==> src/rtl/regfile_wr_arbiter_pkg.sv <==
// Shared constants for the register-file writeback arbiter: address/data widths,
// mux select encodings and the hard-wired zero register.
package regfile_wr_arbiter_pkg;

    localparam int REG_AW = 5;
    localparam int REG_DW = 32;

    localparam logic WB_SEL_REQ0 = 1'b0;
    localparam logic WB_SEL_REQ1 = 1'b1;

    localparam logic [REG_AW-1:0] REG_ZERO = 5'd0;

    // Round-robin choice under contention: serve whoever was not granted last.
    function automatic logic rr_pick(input logic last_sel);
        return (last_sel == WB_SEL_REQ0) ? WB_SEL_REQ1 : WB_SEL_REQ0;
    endfunction

endpackage

==> src/rtl/regfile_wr_arbiter_arb.sv <==
// Two-way grant logic with a last-granted pointer; FIXED_PRI=1 makes req0 win
// every contended cycle, otherwise contention alternates.
module rr_arb2
    import regfile_wr_arbiter_pkg::*;
#(
    parameter int FIXED_PRI = 0
) (
    input  logic clk,
    input  logic rst_n,
    input  logic en_i,
    input  logic v0_i,
    input  logic v1_i,
    output logic gnt0_o,
    output logic gnt1_o
);

    logic ptr_q;
    logic ptr_d;
    logic gnt0;
    logic gnt1;

    // Readys must stay low while reset is held, so reset gates the grant too.
    always_comb begin
        gnt0 = 1'b0;
        gnt1 = 1'b0;
        if (en_i && rst_n) begin
            if (v0_i && v1_i) begin
                if (FIXED_PRI != 0) begin
                    gnt0 = 1'b1;
                end else if (rr_pick(ptr_q) == WB_SEL_REQ0) begin
                    gnt0 = 1'b1;
                end else begin
                    gnt1 = 1'b1;
                end
            end else begin
                gnt0 = v0_i;
                gnt1 = v1_i;
            end
        end
    end

    always_comb begin
        ptr_d = ptr_q;
        if (gnt0) begin
            ptr_d = WB_SEL_REQ0;
        end else if (gnt1) begin
            ptr_d = WB_SEL_REQ1;
        end
    end

    // Resetting to "req1 was last" makes req0 the first contended winner.
    always_ff @(posedge clk or negedge rst_n) begin
        if (!rst_n) begin
            ptr_q <= WB_SEL_REQ1;
        end else begin
            ptr_q <= ptr_d;
        end
    end

    assign gnt0_o = gnt0;
    assign gnt1_o = gnt1;

endmodule

==> src/rtl/regfile_wr_arbiter.sv <==
// Shares the register-file write port between the main WB path (req0) and the
// multi-cycle unit (req1); registers the winner and counts contended cycles.
module regfile_wr_arbiter
    import regfile_wr_arbiter_pkg::*;
#(
    parameter int AW        = REG_AW,
    parameter int DW        = REG_DW,
    parameter int FIXED_PRI = 0,
    parameter int CNT_W     = 8
) (
    input  logic             clk,
    input  logic             rst_n,
    input  logic             stall,
    input  logic             req0_valid,
    input  logic [AW-1:0]    req0_addr,
    input  logic [DW-1:0]    req0_data,
    output logic             req0_ready,
    input  logic             req1_valid,
    input  logic [AW-1:0]    req1_addr,
    input  logic [DW-1:0]    req1_data,
    output logic             req1_ready,
    output logic             wr_en,
    output logic             wr_sel,
    output logic [AW-1:0]    wr_addr,
    output logic [DW-1:0]    wr_data,
    output logic [CNT_W-1:0] conflict_cnt
);

    logic             gnt0;
    logic             gnt1;
    logic             accept;
    logic [AW-1:0]    win_addr;
    logic [DW-1:0]    win_data;
    logic             conflict;

    logic             wr_en_q,   wr_en_d;
    logic             wr_sel_q,  wr_sel_d;
    logic [AW-1:0]    wr_addr_q, wr_addr_d;
    logic [DW-1:0]    wr_data_q, wr_data_d;
    logic [CNT_W-1:0] cnt_q,     cnt_d;

    rr_arb2 #(
        .FIXED_PRI(FIXED_PRI)
    ) u_arb (
        .clk   (clk),
        .rst_n (rst_n),
        .en_i  (!stall),
        .v0_i  (req0_valid),
        .v1_i  (req1_valid),
        .gnt0_o(gnt0),
        .gnt1_o(gnt1)
    );

    // A grant is only ever issued to a valid requester, so grant == accept.
    assign accept   = gnt0 | gnt1;
    assign win_addr = gnt1 ? req1_addr : req0_addr;
    assign win_data = gnt1 ? req1_data : req0_data;
    assign conflict = req0_valid & req1_valid & !stall;

    always_comb begin
        wr_en_d   = 1'b0;
        wr_sel_d  = wr_sel_q;
        wr_addr_d = wr_addr_q;
        wr_data_d = wr_data_q;
        if (accept) begin
            wr_sel_d  = gnt1 ? WB_SEL_REQ1 : WB_SEL_REQ0;
            wr_addr_d = win_addr;
            wr_data_d = win_data;
            // Writes to $zero are consumed from the requester but never reach the file.
            wr_en_d   = (win_addr != AW'(REG_ZERO));
        end
    end

    always_comb begin
        cnt_d = cnt_q;
        if (conflict && (cnt_q != {CNT_W{1'b1}})) begin
            cnt_d = cnt_q + CNT_W'(1);
        end
    end

    always_ff @(posedge clk or negedge rst_n) begin
        if (!rst_n) begin
            wr_en_q   <= 1'b0;
            wr_sel_q  <= WB_SEL_REQ0;
            wr_addr_q <= '0;
            wr_data_q <= '0;
            cnt_q     <= '0;
        end else begin
            wr_en_q   <= wr_en_d;
            wr_sel_q  <= wr_sel_d;
            wr_addr_q <= wr_addr_d;
            wr_data_q <= wr_data_d;
            cnt_q     <= cnt_d;
        end
    end

    assign req0_ready   = gnt0;
    assign req1_ready   = gnt1;
    assign wr_en        = wr_en_q;
    assign wr_sel       = wr_sel_q;
    assign wr_addr      = wr_addr_q;
    assign wr_data      = wr_data_q;
    assign conflict_cnt = cnt_q;

endmodule

==> config.mk <==
export PLATFORM = sky130hd
export DESIGN_NAME = regfile_wr_arbiter
export DESIGN_NICKNAME = d
export VERILOG_FILES = /design/src/rtl/regfile_wr_arbiter_pkg.sv /design/src/rtl/regfile_wr_arbiter_arb.sv /design/src/rtl/regfile_wr_arbiter.sv
export SDC_FILE = /design/constraint.sdc
export NUM_CORES = 1
export LEC_CHECK = 0
export BUFFER_PORTS_ARGS = -buffer_cell sky130_fd_sc_hd__buf_2
export CORE_ASPECT_RATIO = 0.8
export CORE_MARGIN = 2
export CORE_UTILIZATION = 44
export DETAILED_ROUTE_END_ITERATION = 10
export HOLD_SLACK_MARGIN = 0.02
export PLACE_DENSITY = 0.79
export SYNTH_ARGS = -nofsm -noshare
export SYNTH_HDL_FRONTEND = slang
export SYNTH_HIERARCHICAL = 1
export SYNTH_SLANG_ARGS = --single-unit
export TNS_END_PERCENT = 100
==> constraint.sdc <==
create_clock -name clk -period 1.9 [get_ports clk]
set_clock_uncertainty 0.1 [all_clocks]
set_input_delay 0 -clock clk [delete_from_list [all_inputs] [get_ports clk]]
set_output_delay 0 -clock clk [all_outputs]
set_load 0.05 [all_outputs]
==> results of run 1 <==
-- area by class of cell --
type	count	area (um2)
clock inverters	1	30.0
clock buffers	7	96.3
flip-flops and latches	48	1200
inverters	5	18.8
multi-input cells	155	1050
fillers	329	1100
well taps	62	77.6
repair buffers	209	1460
-- worst register-to-register path, stage by stage (launching register included) --
cell	delay, ns
dfrtp_2	0.41
ha_1	0.26
nand4_1	0.24
o21ai_2	0.25
mux2_1	0.34
-- layer usage --
layer / vias to the layer above / wire length, um
met5: - / 0
met4: 0 / 201
met3: 20 / 463
met2: 101 / 3790
met1: 1129 / 3000
li1: 1180 / -
-- report_power, final --
part | internal (mW) | leakage [nW] | switching [mW]
logic | 0.547 | 1.17 | 1.38
registers | 1.30 | 0.581 | 0.214
clock network | 0.464 | 0.0645 | 0.326
total | 2.31 | 1.82 | 1.92
-- cell usage after synthesis, types with 2 or more instances --
library cell,count
nand4_1,2
nand3_1,3
dfrtp_1,47
o21ai_0,22
mux2i_1,37
mux2_1,4
inv_1,5
o21ai_1,18
or4_1,2
nand2_1,42
buf_2,5
clkbuf_1,6
a21oi_1,5
-- placed cells by master (no fill, tap or decap), types with 2 or more instances in the layout --
| cell type | netlist | final |
|---|---|---|
| mux2i_1 | 37 | 37 |
| nand3_1 | 3 | 3 |
| dfrtp_1 | 47 | 45 |
| inv_1 | 5 | 4 |
| dfrtp_2 | 0 | 2 |
| buf_4 | 1 | 3 |
| a21oi_1 | 5 | 3 |
| clkbuf_8 | 0 | 7 |
| dlygate4sd3_1 | 0 | 77 |
| o21ai_1 | 18 | 18 |
| a21oi_4 | 0 | 2 |
| buf_2 | 5 | 126 |
| o21ai_0 | 22 | 22 |
| nand4_1 | 2 | 2 |
| nand2_1 | 42 | 42 |
| or4_1 | 2 | 2 |
| mux2_1 | 4 | 4 |
-- worst paths after layout --
path                                       from         endpoint  slack [ns]  cells past startpoint
worst max-delay path                u_arb/ptr_q       req0_ready        0.15                      4
worst min-delay path                      stall      u_arb/ptr_q        0.04                      4
worst max register to register  conflict_cnt[0]  conflict_cnt[1]        0.19                      4
worst min register to register           wr_sel           wr_sel        0.40                      1
max in group asynchronous                 rst_n  conflict_cnt[0]        0.95                      3
min in group asynchronous                 rst_n       wr_data[6]        0.30                      3
-- sequential cells by signal (all words and copies together), names as in the netlist --
| signal | flops |
|---|---|
| conflict_cnt | 8 |
| wr_addr | 5 |
| wr_en | 1 |
| u_arb/ptr_q | 1 |
| wr_sel | 1 |
| wr_data | 32 |
-- per-stage QoR --
stage / power [mW] / cell area (um2)
floorplan: 2.79 / 2340
global placement: 3.25 / 3040
detailed placement: 3.30 / 3040
CTS: 4.22 / 3930
global route: 4.45 / 3940
finish: 4.23 / 3940
-- repair_timing --
action,4_1_cts,5_1_grt
resized for setup,0,2
setup endpoints to repair,0,1
buffers inserted,0,0
endpoints found under the hold margin,86,0
hold buffers,77,0
-- logic make-up (layout without fill, tap and decap cells) --
family | count (synthesis) | in the layout
AO/OA/AOI/OAI | 53 | 53
XOR/XNOR | 1 | 1
adder cells (fa/ha/maj) | 1 | 1
buffers and inverters | 18 | 222
flip-flops | 48 | 48
multiplexers | 41 | 41
AND/OR/NAND/NOR | 59 | 59
==> out/metrics.csv, run 1 <==
metric,value,unit
dp_hpwl,4.28,mm
cp_num_buf_inv,3,
slew_headroom,59.1,%
syn_to_final_growth,70.3,%
grtUsageMet1,29.8,%
synth_cell_type_count,36,
start_util,45.9,%
powerDensity,1070,mW/mm2
synth_top_area_share,50.8,%
synth-compound-area-share,12.7,%
startpoint_type,register,
n_antenna_cell,0,
wl_per_cell,15.3,um
synthFlopType,dfrtp_1,
status,completed,
cp_cell_sequence,inv_2 > a21oi_4 > buf_6 > clkbuf_4,
finalMaxSlewViolations,0,
grt_pass1_wl,11.8,mm
slowest_delay,0.58,ns
use_met2,47.7,%
synth-simple-area-share,12.8,%
rsz0062_at_grt,no,
place_inst,402,
busiest_layer,met2,
synth_edf_count,0,
setup_slack,0.154,ns
ioPinCount,128,
gp_congestion,0.827,
p_leak,1.82,nW
portBuffers,127,
viasPerCell,4.99,
synth_xor_area_share,0.379,%
clockBufferDepth,2,
place_ws,0.220,ns
core,0.00504,mm2
syn-cell-area,0.00231,mm2
yosysTopAreaCell,dfrtp_1,
max-vdd-ir-drop,0.00116,V
cpMaxStageDelayCell,dfstp_2,
cts_sinks,48,
fin_crit_sh,91.9,%
async_reset_ff_share,100,%
max_freq,573,MHz
die_area,0.00586,mm2
cts_buffers,5,
clkTransAtPathRegs,0.09,ns
drt_iter0_markers,89,
cts_tree,yes,
period_needed,1.75,ns
hold_viol_final,0,
worstMarginPinSlew,0.613,ns
worstPathRequired,1.80,ns
die_w,85.1,um
seq_area_frac_synth,52.0,%
die_y,68.9,um
fin_cells,487,
cp.arrival,1.65,ns
end_kind,primary output,
utilization,78.2,%
synth_top_family_by_area,multiplexers,
synth_nets,301,
drive_gt1_share,36.2,%
final_nets,504,
crit_type,register to primary output,
yosys_register_bits,48,
clock-root-buffer,clkbuf_8,
synthCells,221,
rows,23,
critPathTopFamily,buffers and inverters,
setup_viol,0,
drc_errors,0,
groute.usage.overall,25.9,%
vias,2430,
synthMuxAreaShare,18.0,%
tns,0,ns
ys.warnings.count,6,
firstDrtPassIters,4,
grt_max_degree,50,
ant_nets,0,
antenna_found_initial,0,
grt_remaining_overflow,0,
h-tree-depth,2,
drt_wl_total,7.46,mm
synth_area_leaders,"dfrtp_1 (51%), mux2i_1 (16%), nand2_1 (6.8%)",
whs,0.0370,ns
synth_fa_ha_area_share,0.541,%
worstPathMaxFanout,16,
worstSkewPairLatency,0.29,ns
syn_avg_cell_area,10.5,um2
max_cap_viol_count,0,
met3_usage,6.67,%
hold_class,input port to register,
grt_pass1_vias,2532,
Power figures use the tool's default switching activity.
==> run 2, diff against run 1 <==
- CELL_PAD_IN_SITES_DETAIL_PLACEMENT: not set -> 0
- CELL_PAD_IN_SITES_GLOBAL_PLACEMENT: not set -> 1
- CORE_UTILIZATION: 44 -> 32
- PLACE_DENSITY: 0.79 -> 0.8
==> run 2 against run 1 <==
Compared with the run above:
- sequential share of layout area is 0.21 points lower
- setup slack worse by 0.051 ns
- critical path depth stayed put
- highest routed layer unchanged
==> out/metrics.csv, run 2 (synthesized netlist as in run 1, its figures left out) <==
metric,value,unit
grt_max_degree,43,
gp_congestion,0.739,
slew_headroom,64.2,%
die_area,0.00793,mm2
groute.usage.overall,18.1,%
start_util,33.2,%
drt_wl_total,7.12,mm
slowest_delay,0.58,ns
ioPinCount,128,
drc_errors,0,
rows,27,
fin_cells,513,
layout_common_cells,"buf_2 (127), dlygate4sd3_1 (78), dfrtp_1 (45)",
powerDensity,1020,mW/mm2
grt_remaining_overflow,0,
drt_iter0_markers,41,
worstPathMaxFanout,31,
cts_tree,yes,
clkTransAtPathRegs,0.09,ns
clockBufferDepth,2,
wl_per_cell,13.9,um
period_needed,1.80,ns
ctsResizeCount,0,
met3_usage,3.83,%
regArea,0.00120,mm2
firstDrtPassIters,4,
setup_viol,0,
final_common_cell,buf_2,
ant_nets,0,
portBuffers,127,
place_inst,427,
n_antenna_cell,0,
cts_sinks,48,
clock-root-buffer,clkbuf_8,
worstPathRequired,1.80,ns
multi_input_area,0.00105,mm2
final_nets,505,
nFillCells,611,
cp.arrival,1.70,ns
max-vdd-ir-drop,0.000724,V
grt_pass1_vias,2416,
dp_hpwl,4.31,mm
syn_to_final_growth,71.4,%
max_cap_viol_count,0,
critPathTopFamily,buffers and inverters,
worstSkewPairLatency,0.29,ns
die_y,80.1,um
rsz0062_at_grt,no,
antenna_found_initial,0,
startpoint_type,register,
viasPerCell,4.60,
p_leak,1.81,nW
drive_gt1_share,35.9,%
cp_cell_sequence,inv_2 > a21oi_4 > buf_12 > buf_2,
use_met2,33.5,%
hold_viol_final,0,
max_freq,557,MHz
crit_type,register to primary output,
finalMaxSlewViolations,0,
grt_pass1_wl,11.5,mm
vias,2362,
end_kind,primary output,
worstMarginPinSlew,0.536,ns
hold_class,input port to register,
cpMaxStageDelayCell,dfstp_2,
largest_reg_flops,32,
core,0.00696,mm2
die_w,99.1,um
grtUsageMet1,21.8,%
busiest_layer,met2,
fin_crit_sh,94.6,%
cts_buffers,5,
status,completed,
tns,0,ns
h-tree-depth,2,
cp_num_buf_inv,3,
[run 2: cell count changes in the layout (fill, tap and decap cells not counted), sizes merged]
| cell | before | now |
|---|---|---|
| bufinv | 1 | 0 |
| dlygate4sd3 | 77 | 78 |
| buf | 131 | 132 |
| clkinvlp | 0 | 1 |
| clkbuf | 8 | 7 |
[run 2: final timing paths]
check / startpoint / end / slack [ns] / cells past startpoint
worst max-delay path: u_arb/ptr_q / req0_ready / 0.10 / 4
worst min register to register: wr_sel / wr_sel / 0.39 / 1
worst max register to register: conflict_cnt[0] / conflict_cnt[1] / 0.23 / 4
max in group asynchronous: rst_n / wr_sel / 0.86 / 3
worst min-delay path: stall / u_arb/ptr_q / 0.04 / 4
min in group asynchronous: rst_n / u_arb/ptr_q / 0.12 / 2
[run 2: area by class of cell]
cell class | count | area share (%)
repair buffers | 210 | 37.6
flip-flops and latches | 48 | 30.4
multi-input cells | 155 | 26.4
well taps | 87 | 2.74
clock buffers | 7 | 2.18
inverters | 5 | 0.473
clock inverters | 1 | 0.189
[run 2: what timing repair did]
item,CTS,global route
hold buffers,78,0
endpoints found under the setup margin,0,0
hold endpoints to repair,87,0
buffers inserted,0,0
[run 2: worst register-to-register path: stages (launching register included)]
cell and delay, ns:
dfrtp_2 0.41, ha_1 0.26, nand4_1 0.22, o21ai_2 0.23, mux2_1 0.33
[run 2: per-stage QoR]
step | instance area [um2] | worst slack [ns] | total power, mW | hold WS, ns | util [%]
finish | 3970 | 0.103 | 4.03 | 0.0411 | 57.0
global route | 3970 | 0.0403 | 4.28 | 0.0297 | 57.0
CTS | 3970 | 0.0959 | 4.06 | 0.0318 | 57.0
detailed placement | 3090 | 0.242 | 3.29 | -0.230 | 44.4
global placement | 3090 | 0.277 | 3.27 | -0.229 | 44.4
floorplan | 2340 | 0.000430 | 2.79 | -0.396 | -
[run 2: power by group]
part | switching, mW | internal [mW]
Sequential | 0.198 | 1.29
Clock | 0.332 | 0.296
Combinational | 1.36 | 0.551
[run 2: metal layers]
metal / share of wire (%) / routed length (um)
met1: 43 / 3070
met2: 52 / 3670
met3: 4.8 / 344
met4: 0.49 / 35
met5: 0 / 0
==> run 3, diff against run 2 <==
- GPL_TIMING_DRIVEN: not set -> 0
==> run 3 against run 2 <==
Compared with the run above:
- register-to-register slack worse by 0.11 ns
- clock-buffer cell count stayed put
- global-route usage is 0.65 points higher
- non-clock buffer count is 8 higher
- sequential cell count stayed put
- largest cell class unchanged
- sequential power hardly changed
- largest power group unchanged
- core utilization is 0.32 points higher
- combinational power hardly changed
==> out/metrics.csv, run 3 (synthesized netlist as in run 1, its figures left out) <==
metric,value,unit
status,completed,
final_nets,513,
cp_num_buf_inv,3,
clkTransAtPathRegs,0.09,ns
final_cell_area,0.00399,mm2
rsz0062_at_grt,no,
worstPathMaxFanout,10,
portBuffers,127,
fin_crit_sh,93.8,%
grt_pass1_vias,2515,
largest_reg_flops,32,
cp.arrival,1.86,ns
cpMaxStageDelayCell,dfstp_2,
die_area,0.00793,mm2
hold_class,input port to register,
ff2ff_path_depth,6,
finalMaxSlewViolations,0,
holdPathStages,4,
p_leak,1.84,nW
vias,2483,
slowest_delay,0.57,ns
whs,0.0265,ns
multi_input_area,0.00104,mm2
period_needed,1.78,ns
antenna_found_initial,0,
powerDensity,1020,mW/mm2
drive_gt1_share,36.4,%
h-tree-depth,2,
die_y,80.1,um
dp_hpwl,4.74,mm
die_w,99.1,um
slew_headroom,67.2,%
r2r-start,u_arb/ptr_q,
wl_per_cell,14.3,um
cts_tree,yes,
worstSkewPairLatency,0.30,ns
p_total,4.05,mW
worstMarginPinSlew,0.492,ns
startpoint_type,register,
crit_type,register to register,
drc_errors,0,
n_antenna_cell,0,
nFillCells,623,
cts_setup_buffers,0,
rows,27,
worstSetupStartpoint,u_arb/ptr_q,
firstDrtPassIters,4,
ant_nets,0,
worstPathRequired,1.98,ns
critPathTopFamily,flip-flops,
groute.usage.overall,18.8,%
core,0.00696,mm2
worst-path-stages,6,
gp_congestion,0.769,
grt_remaining_overflow,0,
ioPinCount,128,
max_freq,561,MHz
viasPerCell,4.77,
setup_viol,0,
cts_sinks,48,
hold_viol_final,0,
clock-root-buffer,clkbuf_8,
final_common_cell,buf_2,
drt_wl_total,7.46,mm
max_cap_viol_count,0,
grt_max_degree,49,
dpl_cell_area,0.00308,mm2
clockBufferDepth,2,
grt_pass1_wl,11.8,mm
regArea,0.00120,mm2
layout_common_cells,"buf_2 (130), dlygate4sd3_1 (78), dfrtp_1 (45)",
drt_iter0_markers,50,
end_kind,register,
max-vdd-ir-drop,0.000991,V
cts_buffers,5,
cp_cell_sequence,inv_2 > a21oi_4 > clkbuf_2 > buf_2 > mux2i_1 > o21ai_1,
start_util,33.2,%
hold_start,stall,
tns,0,ns
syn_to_final_growth,72.4,%
## run 3: final timing paths
| kind | to | slack (ns) |
|---|---|---|
| max | wr_data[8] | 0.12 |
| min | u_arb/ptr_q | 0.03 |
| max reg2reg | wr_data[8] | 0.12 |
| min reg2reg | wr_sel | 0.38 |
| max in group asynchronous | u_arb/ptr_q | 1.28 |
| min in group asynchronous | conflict_cnt[3] | 0.15 |
## run 3: timing repair
item	CTS	global route
resized for setup	2	5
endpoints found under the setup margin	40	29
hold buffers	79	0
hold endpoints to repair	87	0
## run 3: tightest hold or removal path: stages
cell     delay [ns]
buf_2          0.11
inv_1          0.08
and4_1         0.20
a21oi_2        0.03
## run 3: final cells by class
| cell class | count | share of cell area [%] |
|---|---|---|
| Timing Repair Buffer | 206 | 36.4 |
| Inverter | 5 | 0.471 |
| Multi-Input combinational cell | 155 | 26.2 |
| Buffer | 12 | 1.69 |
| Clock inverter | 1 | 0.188 |
| Sequential cell | 48 | 30.2 |
| Tap cell | 87 | 2.73 |
| Clock buffer | 7 | 2.16 |
## run 3: layer usage
metal	vias up	track usage [%]	routed length, um
met1	1179	22.9	3330
met3	6	3.74	451
met5	-	0	0
li1	1206	-	-
met4	0	4.66	77
met2	92	34.2	3610
## run 3: where the power goes
part	switching (mW)	leakage, nW	internal, mW
clock	0.342	0.0445	0.296
sequential	0.197	0.581	1.29
combinational	1.37	1.21	0.555
total	1.91	1.84	2.15
## run 3: metrics by stage
step,worst slack (ns),std cells,util (%)
final,0.118,521,57.3
after global routing,0.00490,521,57.3
after CTS,0.0554,522,57.4
after detailed placement,-0.768,435,44.3
after global placement,-0.674,435,44.3
after floorplan,0.000430,221,-
